File: src/rtl/mult_div_unit.sv
// Multi-cycle multiply/divide engine: shift-add multiply and restoring divide
// over operand magnitudes, with a final sign-correction step into hi/lo.
module mult_div_unit #(
    parameter int unsigned WIDTH = 32,
    parameter int unsigned CNT_W = 6
) (
    input  logic             clk,
    input  logic             reset,
    input  logic             start,
    input  logic             op,
    input  logic             is_signed,
    input  logic [WIDTH-1:0] a,
    input  logic [WIDTH-1:0] b,
    output logic             busy,
    output logic             done,
    output logic [WIDTH-1:0] hi,
    output logic [WIDTH-1:0] lo,
    output logic             div_zero
);

    typedef enum logic [1:0] {
        S_IDLE   = 2'd0,
        S_CALC   = 2'd1,
        S_FIX    = 2'd2,
        S_FINISH = 2'd3
    } state_t;

    state_t             state, state_nxt;
    logic               op_q, sa_q, sb_q, dz_q;
    logic [WIDTH-1:0]   mb_q;
    logic [2*WIDTH-1:0] acc_q;
    logic [WIDTH-1:0]   rem_q;
    logic [CNT_W-1:0]   cnt_q;

    logic               accept;
    logic               busy_nxt, done_nxt, div_zero_nxt;
    logic [WIDTH-1:0]   a_mag, b_mag;
    logic [WIDTH:0]     mul_sum;
    logic [WIDTH:0]     div_trial, div_diff;
    logic               div_ge;
    logic [WIDTH-1:0]   div_rem;
    logic [2*WIDTH-1:0] prod_fix;
    logic [WIDTH-1:0]   quo_fix, rem_fix;

    // State register
    always_ff @(posedge clk) begin
        if (reset) begin
            state <= S_IDLE;
        end else begin
            state <= state_nxt;
        end
    end

    // Next-state logic
    always_comb begin
        state_nxt = state;
        case (state)
            S_IDLE:   if (start) state_nxt = (op && (b == '0)) ? S_FINISH : S_CALC;
            S_CALC:   if (cnt_q == CNT_W'(WIDTH - 1)) state_nxt = S_FIX;
            S_FIX:    state_nxt = S_FINISH;
            S_FINISH: state_nxt = S_IDLE;
            default:  state_nxt = S_IDLE;
        endcase
    end

    // Output decode feeding the registered status flags
    always_comb begin
        accept       = (state == S_IDLE) && start;
        busy_nxt     = busy;
        done_nxt     = 1'b0;
        div_zero_nxt = div_zero;
        if (accept) begin
            busy_nxt     = 1'b1;
            div_zero_nxt = 1'b0;
        end
        if (state == S_FINISH) begin
            busy_nxt     = 1'b0;
            done_nxt     = 1'b1;
            div_zero_nxt = dz_q;
        end
    end

    // Per-iteration arithmetic and final sign correction
    always_comb begin
        a_mag     = (a[WIDTH-1] && is_signed) ? -a : a;
        b_mag     = (b[WIDTH-1] && is_signed) ? -b : b;
        mul_sum   = {1'b0, acc_q[2*WIDTH-1:WIDTH]} + (acc_q[0] ? {1'b0, mb_q} : '0);
        div_trial = {rem_q, acc_q[WIDTH-1]};
        // trial < 2*divisor, so bit WIDTH of the difference is exactly the borrow
        div_diff  = div_trial - {1'b0, mb_q};
        div_ge    = ~div_diff[WIDTH];
        div_rem   = div_ge ? div_diff[WIDTH-1:0] : div_trial[WIDTH-1:0];
        prod_fix  = (sa_q ^ sb_q) ? -acc_q : acc_q;
        quo_fix   = (sa_q ^ sb_q) ? -acc_q[WIDTH-1:0] : acc_q[WIDTH-1:0];
        rem_fix   = sa_q ? -rem_q : rem_q;
    end

    // Datapath and registered outputs
    always_ff @(posedge clk) begin
        if (reset) begin
            busy     <= 1'b0;
            done     <= 1'b0;
            div_zero <= 1'b0;
            hi       <= '0;
            lo       <= '0;
            cnt_q    <= '0;
            op_q     <= 1'b0;
            sa_q     <= 1'b0;
            sb_q     <= 1'b0;
            dz_q     <= 1'b0;
            mb_q     <= '0;
            acc_q    <= '0;
            rem_q    <= '0;
        end else begin
            busy     <= busy_nxt;
            done     <= done_nxt;
            div_zero <= div_zero_nxt;
            case (state)
                S_IDLE: begin
                    if (start) begin
                        op_q  <= op;
                        sa_q  <= a[WIDTH-1] & is_signed;
                        sb_q  <= b[WIDTH-1] & is_signed;
                        dz_q  <= op && (b == '0);
                        mb_q  <= b_mag;
                        acc_q <= {{WIDTH{1'b0}}, a_mag};
                        rem_q <= '0;
                        cnt_q <= '0;
                    end
                end
                S_CALC: begin
                    cnt_q <= cnt_q + CNT_W'(1);
                    if (op_q) begin
                        rem_q              <= div_rem;
                        acc_q[WIDTH-1:0]   <= {acc_q[WIDTH-2:0], div_ge};
                    end else begin
                        acc_q <= {mul_sum, acc_q[WIDTH-1:1]};
                    end
                end
                S_FIX: begin
                    if (op_q) begin
                        hi <= rem_fix;
                        lo <= quo_fix;
                    end else begin
                        hi <= prod_fix[2*WIDTH-1:WIDTH];
                        lo <= prod_fix[WIDTH-1:0];
                    end
                end
                default: ;
            endcase
        end
    end

endmodule

File: config.mk
export PLATFORM = sky130hd
export DESIGN_NAME = mult_div_unit
export DESIGN_NICKNAME = d
export VERILOG_FILES = /design/src/rtl/mult_div_unit.sv
export SDC_FILE = /design/constraint.sdc
export NUM_CORES = 1
export LEC_CHECK = 0
export CORE_UTILIZATION = 39
export CTS_BUF_LIST = sky130_fd_sc_hd__clkbuf_4
export DETAILED_ROUTE_END_ITERATION = 8
export PLACE_DENSITY_LB_ADDON = 0.08
export SLEW_MARGIN = 10
export SYNTH_ARGS = -nofsm -noshare
export SYNTH_HDL_FRONTEND = slang
export SYNTH_SLANG_ARGS = --single-unit
File: constraint.sdc
create_clock -name clk -period 4.45 [get_ports clk]
set_input_delay 0.89 -clock clk [delete_from_list [all_inputs] [get_ports clk]]
set_output_delay 0.89 -clock clk [all_outputs]
set_load 0.02 [all_outputs]
# Yosys cells after proc, flatten, opt, wreduce, memory -nomap -nowiden

Index checks and enable logic that the tools add are counted.

Bits in registers: 207
Input bits: 69

Add/sub/neg operators: 8
Equal/unequal tests: 8
Multiplexer cells: 25
Bitwise logic cells: 4
Reductions and logical operators: 14

Operator list:

| cell                  | count |
|---|---|
| $mux W32              | 12 |
| $mux W64              | 2 |
| $neg A32 Y32          | 4 |
| $pmux W64 S2          | 1 |
| $neg A64 Y64          | 1 |
| $pmux W32 S2          | 1 |
| $add A32 B32 Y33      | 1 |
| $sub A33 B32 Y33      | 1 |
| $logic_not A32 Y1     | 1 |
| $pmux W6 S2           | 1 |
| $ne A2 B2 Y1 const B  | 4 |
| $pmux W2 S4           | 1 |
| $add A6 B1 Y6 const B | 1 |
| $eq A6 B5 Y1 const B  | 1 |
| $mux W2               | 3 |
| $mux W6               | 1 |
| $reduce_and A2 Y1     | 3 |
| $reduce_and A3 Y1     | 2 |
| $eq A2 B2 Y1 const B  | 2 |
| $logic_and A1 B1 Y1   | 4 |
| $reduce_bool A2 Y1    | 2 |
| $mux W1               | 3 |
| $and A1 B1 Y1         | 2 |
| $eq A2 B1 Y1 const B  | 1 |
| other kinds (4)       | 4 |

# Depth between registers and ports, before layout

Gate-level depths: netlist of run 1.

Depth after elaboration: 5
Depth in mapped cells: 14
Gate-level depth less buffers: 13

# Worst setup path after synthesis of run 1

Ideal clock, no wire load.

Path kind: reg2reg
From: reg mb_q[25]
To: reg rem_q[26]
Setup time: 128 ps
Arrival: 3161 ps
Data required time: 4322 ps
Setup slack: 1161 ps
Stages on the path, launching flop included: 14
Clock period less this slack: 3289 ps
Cell sequence: dfxtp_1 -> inv_1 -> ha_1 -> clkbuf_1 -> a21oi_1 -> o21ai_0 -> or2_1 -> a2111oi_0 -> a21oi_1 -> a221o_1 -> xor2_1 -> clkbuf_1 -> mux2i_1 -> o21ai_0

Longest elaborated chain between the ends: 4

RTL lines:

| item                     | line | source |
|---|---|---|
| start: declaration       | 30   | `logic [WIDTH-1:0] mb_q;` |
| start signal: assignment | 125  | `mb_q <= b_mag;` |
| $sub A33 B32 Y33         | 90   | `div_diff = div_trial - {1'b0, mb_q};` |
| $mux W32                 | 92   | `div_rem = div_ge ? div_diff[WIDTH-1:0] : div_trial[WIDTH-1:0];` |
| $mux W32                 | 133  | `if (op_q) begin` |
| $pmux W32 S2             | 118  | `case (state)` |
| end signal: assignment   | 134  | `rem_q <= div_rem;` |
| end: declaration         | 32   | `logic [WIDTH-1:0] rem_q;` |

Every way passes these cells. The select of a mux whose other input is x is not followed.
A chain may end at the register's enable or synchronous reset.

# Final worst setup path of run 1

From: reg acc_q[31]
To: reg acc_q[0]

Longest elaborated chain between the ends: 4

RTL lines:

| item                             | line | source |
|---|---|---|
| start: declaration               | 31   | `logic [2*WIDTH-1:0] acc_q;` |
| start signal: assignment         | 126  | `acc_q <= {{WIDTH{1'b0}}, a_mag};` |
| start signal: indexed assignment | 135  | `acc_q[WIDTH-1:0] <= {acc_q[WIDTH-2:0], div_ge};` |
| start signal: assignment         | 137  | `acc_q <= {mul_sum, acc_q[WIDTH-1:1]};` |
| $sub A33 B32 Y33                 | 90   |  |
| $not A1 Y1                       | 91   | `div_ge = ~div_diff[WIDTH];` |
| $mux W32                         | 133  |  |
| $pmux W64 S2                     | 118  |  |

Every way passes these cells.

==> results of run 1 <==
==> critical path: cells and delay by family, from the launching register on <==
| kind | cells | cell delay (ps) |
|---|---|---|
| AO/OA/AOI/OAI | 7 | 1730 |
| adder cells (fa/ha/maj) | 2 | 650 |
| flip-flops | 1 | 410 |
| buffers and inverters | 2 | 400 |
| AND/OR/NAND/NOR | 1 | 190 |
| XOR/XNOR | 1 | 180 |
==> layout make-up <==
class                   instances  area (µm²)  share of cell area [%]
repair buffers                169        1640                    9.17
inverters                      67         251                    1.40
multi-input cells            1622       10400                    58.1
diodes                          1        2.50                  0.0140
clock inverters                14         131                   0.734
clock buffers                  90         676                    3.77
well taps                     518         648                    3.62
flip-flops and latches        207        4150                    23.2
==> power groups by stage <==
stage	clock (mW)	combinational, mW	sequential [mW]
after floorplan	0	2.74	2.65
after global placement	0	4.26	2.63
after detailed placement	0	4.28	2.64
after CTS	2.03	4.29	2.60
after global routing	2.12	4.72	2.65
final	1.97	4.30	2.60
==> flip-flops by register name, summed over array words and instances (netlist names), 2 cells and up <==
signal,count
mb_q,32
lo,32
hi,32
acc_q,64
state,2
cnt_q,6
rem_q,32
==> layer usage <==
| layer | GRT usage, % | share of wire (%) | vias to the layer above |
|---|---|---|---|
| met1 | 36.3 | 48 | 7073 |
| met5 | 0 | 0 | - |
| li1 | - | - | 7558 |
| met4 | 8.03 | 2.1 | 0 |
| met3 | 4.05 | 5.6 | 71 |
| met2 | 40.7 | 45 | 471 |
==> through the flow <==
stage	hold slack, ps	setup slack, ps	instance area [µm²]
6_report	456	653	17900
5_1_grt	477	370	17900
4_1_cts	460	689	17900
3_5_place_dp	453	537	17100
3_3_place_gp	443	535	17100
2_1_floorplan	432	1160	15200
==> cells in the mapped netlist, drive strengths merged, types with 25 or more instances <==
cell type | count | share of area (%)
xor2 | 104 | 6.0
clkbuf | 120 | 3.0
mux2i | 49 | 3.2
nand2 | 214 | 5.3
and3 | 28 | 1.1
nor2 | 229 | 5.6
ha | 74 | 6.1
o211ai | 32 | 1.6
nand2b | 25 | 1.0
xnor2 | 88 | 5.1
inv | 67 | 1.7
o21ai | 128 | 4.2
a21o | 25 | 1.2
a21oi | 162 | 5.3
nor3 | 43 | 1.4
a211oi | 68 | 3.3
or3 | 35 | 1.6
dfxtp | 207 | 27
==> worst paths after layout <==
| check | end | start | slack, ps | depth (start not counted) |
|---|---|---|---|---|
| max | acc_q[0] | acc_q[31] | 650 | 13 |
| min | mb_q[22] | mb_q[22] | 460 | 2 |
| max reg2reg | acc_q[0] | acc_q[31] | 650 | 13 |
| min reg2reg | mb_q[22] | mb_q[22] | 460 | 2 |
==> logic make-up after synthesis <==
| kind of cell | count (synthesis) |
|---|---|
| buf+inv | 197 |
| xor+xnor | 192 |
| simple gates | 715 |
| compound gates | 590 |
| flops | 207 |
| fa+ha+maj | 76 |
| mux | 49 |
==> flow_metrics.py, run 1 <==
metrics = {
    "outcome": {
        "status": "finished clean",
    },
    "synthesis": {
        "synthCells": 2026,
        "async_flop_share_pct": 0,
        "synth_compound_area_share_pct": 25.1,
        "ys_seq_elements": 207,
        "synth_xor_area_share_pct": 11.0,
        "yosys.area_share.simple_pct": 22.2,
        "ys_seq_area_share_pct": 27.2,
        "yosys_warnings": 0,
        "synth_ff_type": "dfxtp_1",
        "synth_area_um2": 15200,
        "synth_edf_count": 0,
        "synth_top_family_by_area": "compound AO/OA/AOI/OAI gates",
        "syn_area_per_cell_um2": 7.52,
        "synth.area.mux_share_pct": 3.22,
        "synth_adder_area_share_pct": 6.34,
        "ys_types": 72,
        "syn_nets": 2171,
    },
    "drt": {
        "antenna_left": 0,
        "drt_iter0_drc": 1127,
        "routed_wl_um": 51700,
        "viasPerCell": 5.64,
        "num_vias": 15200,
        "dr.pass1.iters": 5,
        "post-route-drc-count": 0,
        "wl_per_cell_um": 19.2,
    },
    "sta": {
        "relSlewSlack_pct": 43.2,
        "fin_crit_sh_pct": 85.3,
        "skew_ps": 56.8,
        "max_slew.worst_pin.slew_ps": 848,
        "clock.fmax_mhz": 263,
        "drv_slew": 0,
        "setup_viol": 0,
        "period_minus_slack_ps": 3800,
        "rsz0062_at_grt": "no",
        "hold_viol_final": 0,
        "tns_ps": 0,
    },
    "cells_and_area": {
        "layout_commonest_cell": "nor2_1",
        "drive_gt1_share_pct": 7.70,
        "utilization_pct": 46.4,
        "fillCellCount": 4012,
        "finalNonFillerCells": 2688,
        "area_growth_pct": 17.5,
        "nNetsFinal": 2278,
        "layout_common_cells": "nor2_1 (228), nand2_1 (214), dfxtp_1 (206), a21oi_1 (162), clkdlybuf4s50_1 (134)",
    },
    "clock_tree": {
        "postCtsSetupBuffers": 0,
        "htree_levels": 3,
        "clockRootBuffer": "clkbuf_4",
        "clk_pin_slew_ps": 60,
        "postCtsHoldBufs": 0,
        "cts_buffers": 66,
        "clock-sinks": 207,
        "clock_latency_ps": 740,
        "clk_path_buf_depth": 3,
        "tritoncts": "built",
        "cts_resized": 0,
    },
    "pwr": {
        "p_clk_share_pct": 22.2,
        "power_frac_comb_pct": 48.5,
        "vdd_drop_max_v": 0.000212,
        "p_total_mw": 8.88,
        "switching_share_pct": 44.5,
        "switching_power_mw": 3.95,
        "p_per_area_nw_per_um2": 496,
        "power_frac_seq_pct": 29.3,
        "power_leakage_nw": 6.85,
        "p_int_mw": 4.93,
    },
    "setup_path": {
        "end_kind": "register",
        "start_kind": "register",
        "worstPathArrival_ps": 4370,
        "slowest_delay_ps": 410,
        "cp_slowest_cell": "dfxtp_1",
        "worstPathRequired_ps": 5020,
        "cpMostUsedCell": "a21oi_1",
        "critPathMaxFanout": 35,
        "worstPathCellList": "inv_1 > ha_1 > fa_1 > nor2b_1 > o31ai_1 > a21oi_1 > o21ai_0 > a21oi_1 > a221o_1 > xor2_4 > buf_12 > a211oi_1 > a2111oi_0",
        "path_class": "register to register",
    },
    "global_routing": {
        "grt_pass1_wl_um": 80400,
        "track_usage_pct": 26.0,
        "antenna_found_initial": 1,
        "grt_max_degree": 133,
        "grt_remaining_overflow": 0,
        "first_global_vias": 14200,
    },
    "die": {
        "die_area_um2": 39900,
        "start_util_pct": 39.5,
        "ios": 136,
        "die_x_um": 200,
        "rows": 72,
        "die_h_um": 200,
        "core_area_um2": 38600,
    },
    "place": {
        "dp_hpwl_um": 39800,
        "routabilityCongestion": 0.904,
        "dp_cells": 2583,
        "io_buffer_count": 135,
    },
    "job": {
        "cap_violations": 0,
    },
    "worst_hold_path": {
        "hold_path_class": "register to register",
    },
}
Power figures use the tool's default switching activity.
==> inputs of run 2 (changes only) <==
- TNS_END_PERCENT: unset -> 1
- clock period: 4.45 -> 4.4 ns (I/O delays scaled with it)
==> flow_metrics.py, run 2 (synthesis results as in run 1) <==
metrics = {
    "cells_and_area": {
        "layout_commonest_cell": "nor2_1",
        "design_area_um2": 17900,
        "nNetsFinal": 2283,
        "regMostFlops": "acc_q",
        "fillCellCount": 4015,
        "area_growth_pct": 17.6,
        "layout_common_cells": "nor2_1 (228), nand2_1 (214), dfxtp_1 (206), a21oi_1 (162), clkdlybuf4s50_1 (134)",
        "drive_gt1_share_pct": 8.07,
        "largest_reg_flops": 64,
    },
    "setup_path": {
        "start_kind": "register",
        "startpoint": "mb_q[5]",
        "path_class": "register to register",
        "end_kind": "register",
        "worstPathArrival_ps": 4480,
        "worstPathRequired_ps": 4980,
        "critPathMaxFanout": 35,
        "regToRegStartpoint": "mb_q[5]",
    },
    "drt": {
        "routed_wl_um": 53600,
        "wl_per_cell_um": 19.8,
        "antenna_left": 0,
        "num_vias": 15300,
        "drt_iter0_drc": 1003,
        "post-route-drc-count": 0,
        "viasPerCell": 5.68,
        "dr.pass1.iters": 8,
    },
    "die": {
        "rows": 72,
        "die_area_um2": 39900,
        "start_util_pct": 39.5,
        "core_area_um2": 38600,
        "ios": 136,
        "die_h_um": 200,
        "die_x_um": 200,
    },
    "sta": {
        "rsz0062_at_grt": "no",
        "max_slew.worst_pin.slew_ps": 1120,
        "hold_viol_final": 0,
        "tns_ps": 0,
        "period_minus_slack_ps": 3900,
        "relSlewSlack_pct": 25.4,
        "drv_slew": 0,
        "hold_slack_ps": 454,
        "setup_viol": 0,
        "clock.fmax_mhz": 256,
        "fin_crit_sh_pct": 88.7,
        "skew_ps": 38.7,
    },
    "global_routing": {
        "first_global_vias": 14700,
        "grt_pass1_wl_um": 83400,
        "antenna_found_initial": 1,
        "track_usage_pct": 27.1,
        "grt_max_degree": 160,
        "grt_remaining_overflow": 0,
    },
    "clock_tree": {
        "htree_levels": 3,
        "clk_path_buf_depth": 3,
        "cts_resized": 0,
        "cts_buffers": 66,
        "clockRootBuffer": "clkbuf_4",
        "postCtsHoldBufs": 0,
        "tritoncts": "built",
        "clk_pin_slew_ps": 60,
        "clock_latency_ps": 730,
        "clock-sinks": 207,
        "postCtsSetupBuffers": 0,
    },
    "place": {
        "routabilityCongestion": 0.947,
        "io_buffer_count": 135,
        "postPlaceCellArea_um2": 17100,
        "dp_hpwl_um": 40800,
    },
    "worst_hold_path": {
        "hold_path_class": "register to register",
        "hold_path.startpoint": "mb_q[21]",
    },
    "job": {
        "cap_violations": 0,
    },
    "pwr": {
        "p_per_area_nw_per_um2": 502,
        "vdd_drop_max_v": 0.000207,
        "power_leakage_nw": 6.88,
    },
    "outcome": {
        "status": "finished clean",
    },
}
run 2: critical path, stage by stage, from the launching register on:
cell       delay (ps)
dfxtp_1           330
inv_1              60
ha_1              380
a2111oi_0         580
a21oi_1           230
o21ai_0           490
a21oi_1           280
a221o_1           450
xor2_4            180
buf_12            250
a211oi_1          110
a2111oi_0         330
run 2: layout make-up:
type                       count  area, µm²  share of cell area [%]
antenna                        1       2.50                  0.0140
clock inverter                16       90.1                   0.502
multi-input combinational   1622      10400                    58.0
timing repair buffer         174       1680                    9.36
tap                          518        648                    3.61
clock buffer                  94        706                    3.94
sequential                   207       4150                    23.1
inverter                      67        251                    1.40
run 2: metal layers:
| metal | global-route usage, % | routed length (µm) |
|---|---|---|
| met5 | 0 | 0 |
| met4 | 8.06 | 1160 |
| met3 | 4.59 | 3110 |
| met2 | 43.7 | 24100 |
| met1 | 36.6 | 25200 |
run 2: report_power, final:
| part | total [mW] | switching, mW | internal (mW) |
|---|---|---|---|
| sequential | 2.64 | 0.397 | 2.24 |
| combinational | 4.41 | 2.77 | 1.65 |
| clock | 1.95 | 0.917 | 1.03 |
run 2: stage by stage:
| stage | utilization (%) | setup WS, ps | cells | total power, mW |
|---|---|---|---|---|
| final | 46.5 | 495 | 2699 | 9.00 |
| after global routing | 46.5 | 138 | 2699 | 9.65 |
| after CTS | 46.5 | 563 | 2698 | 9.04 |
| after detailed placement | 44.4 | 494 | 2588 | 7.05 |
| after global placement | 44.4 | 479 | 2588 | 7.02 |
| after floorplan | - | 1110 | 2026 | 5.45 |
run 2: path summary, 6_finish.rpt:
check                           slack (ps)       end  depth (start not counted)
worst max-delay path                   500  acc_q[0]                         11
worst min-delay path                   450  mb_q[21]                          2
worst max register to register         500  acc_q[0]                         11
worst min register to register         450  mb_q[21]                          2
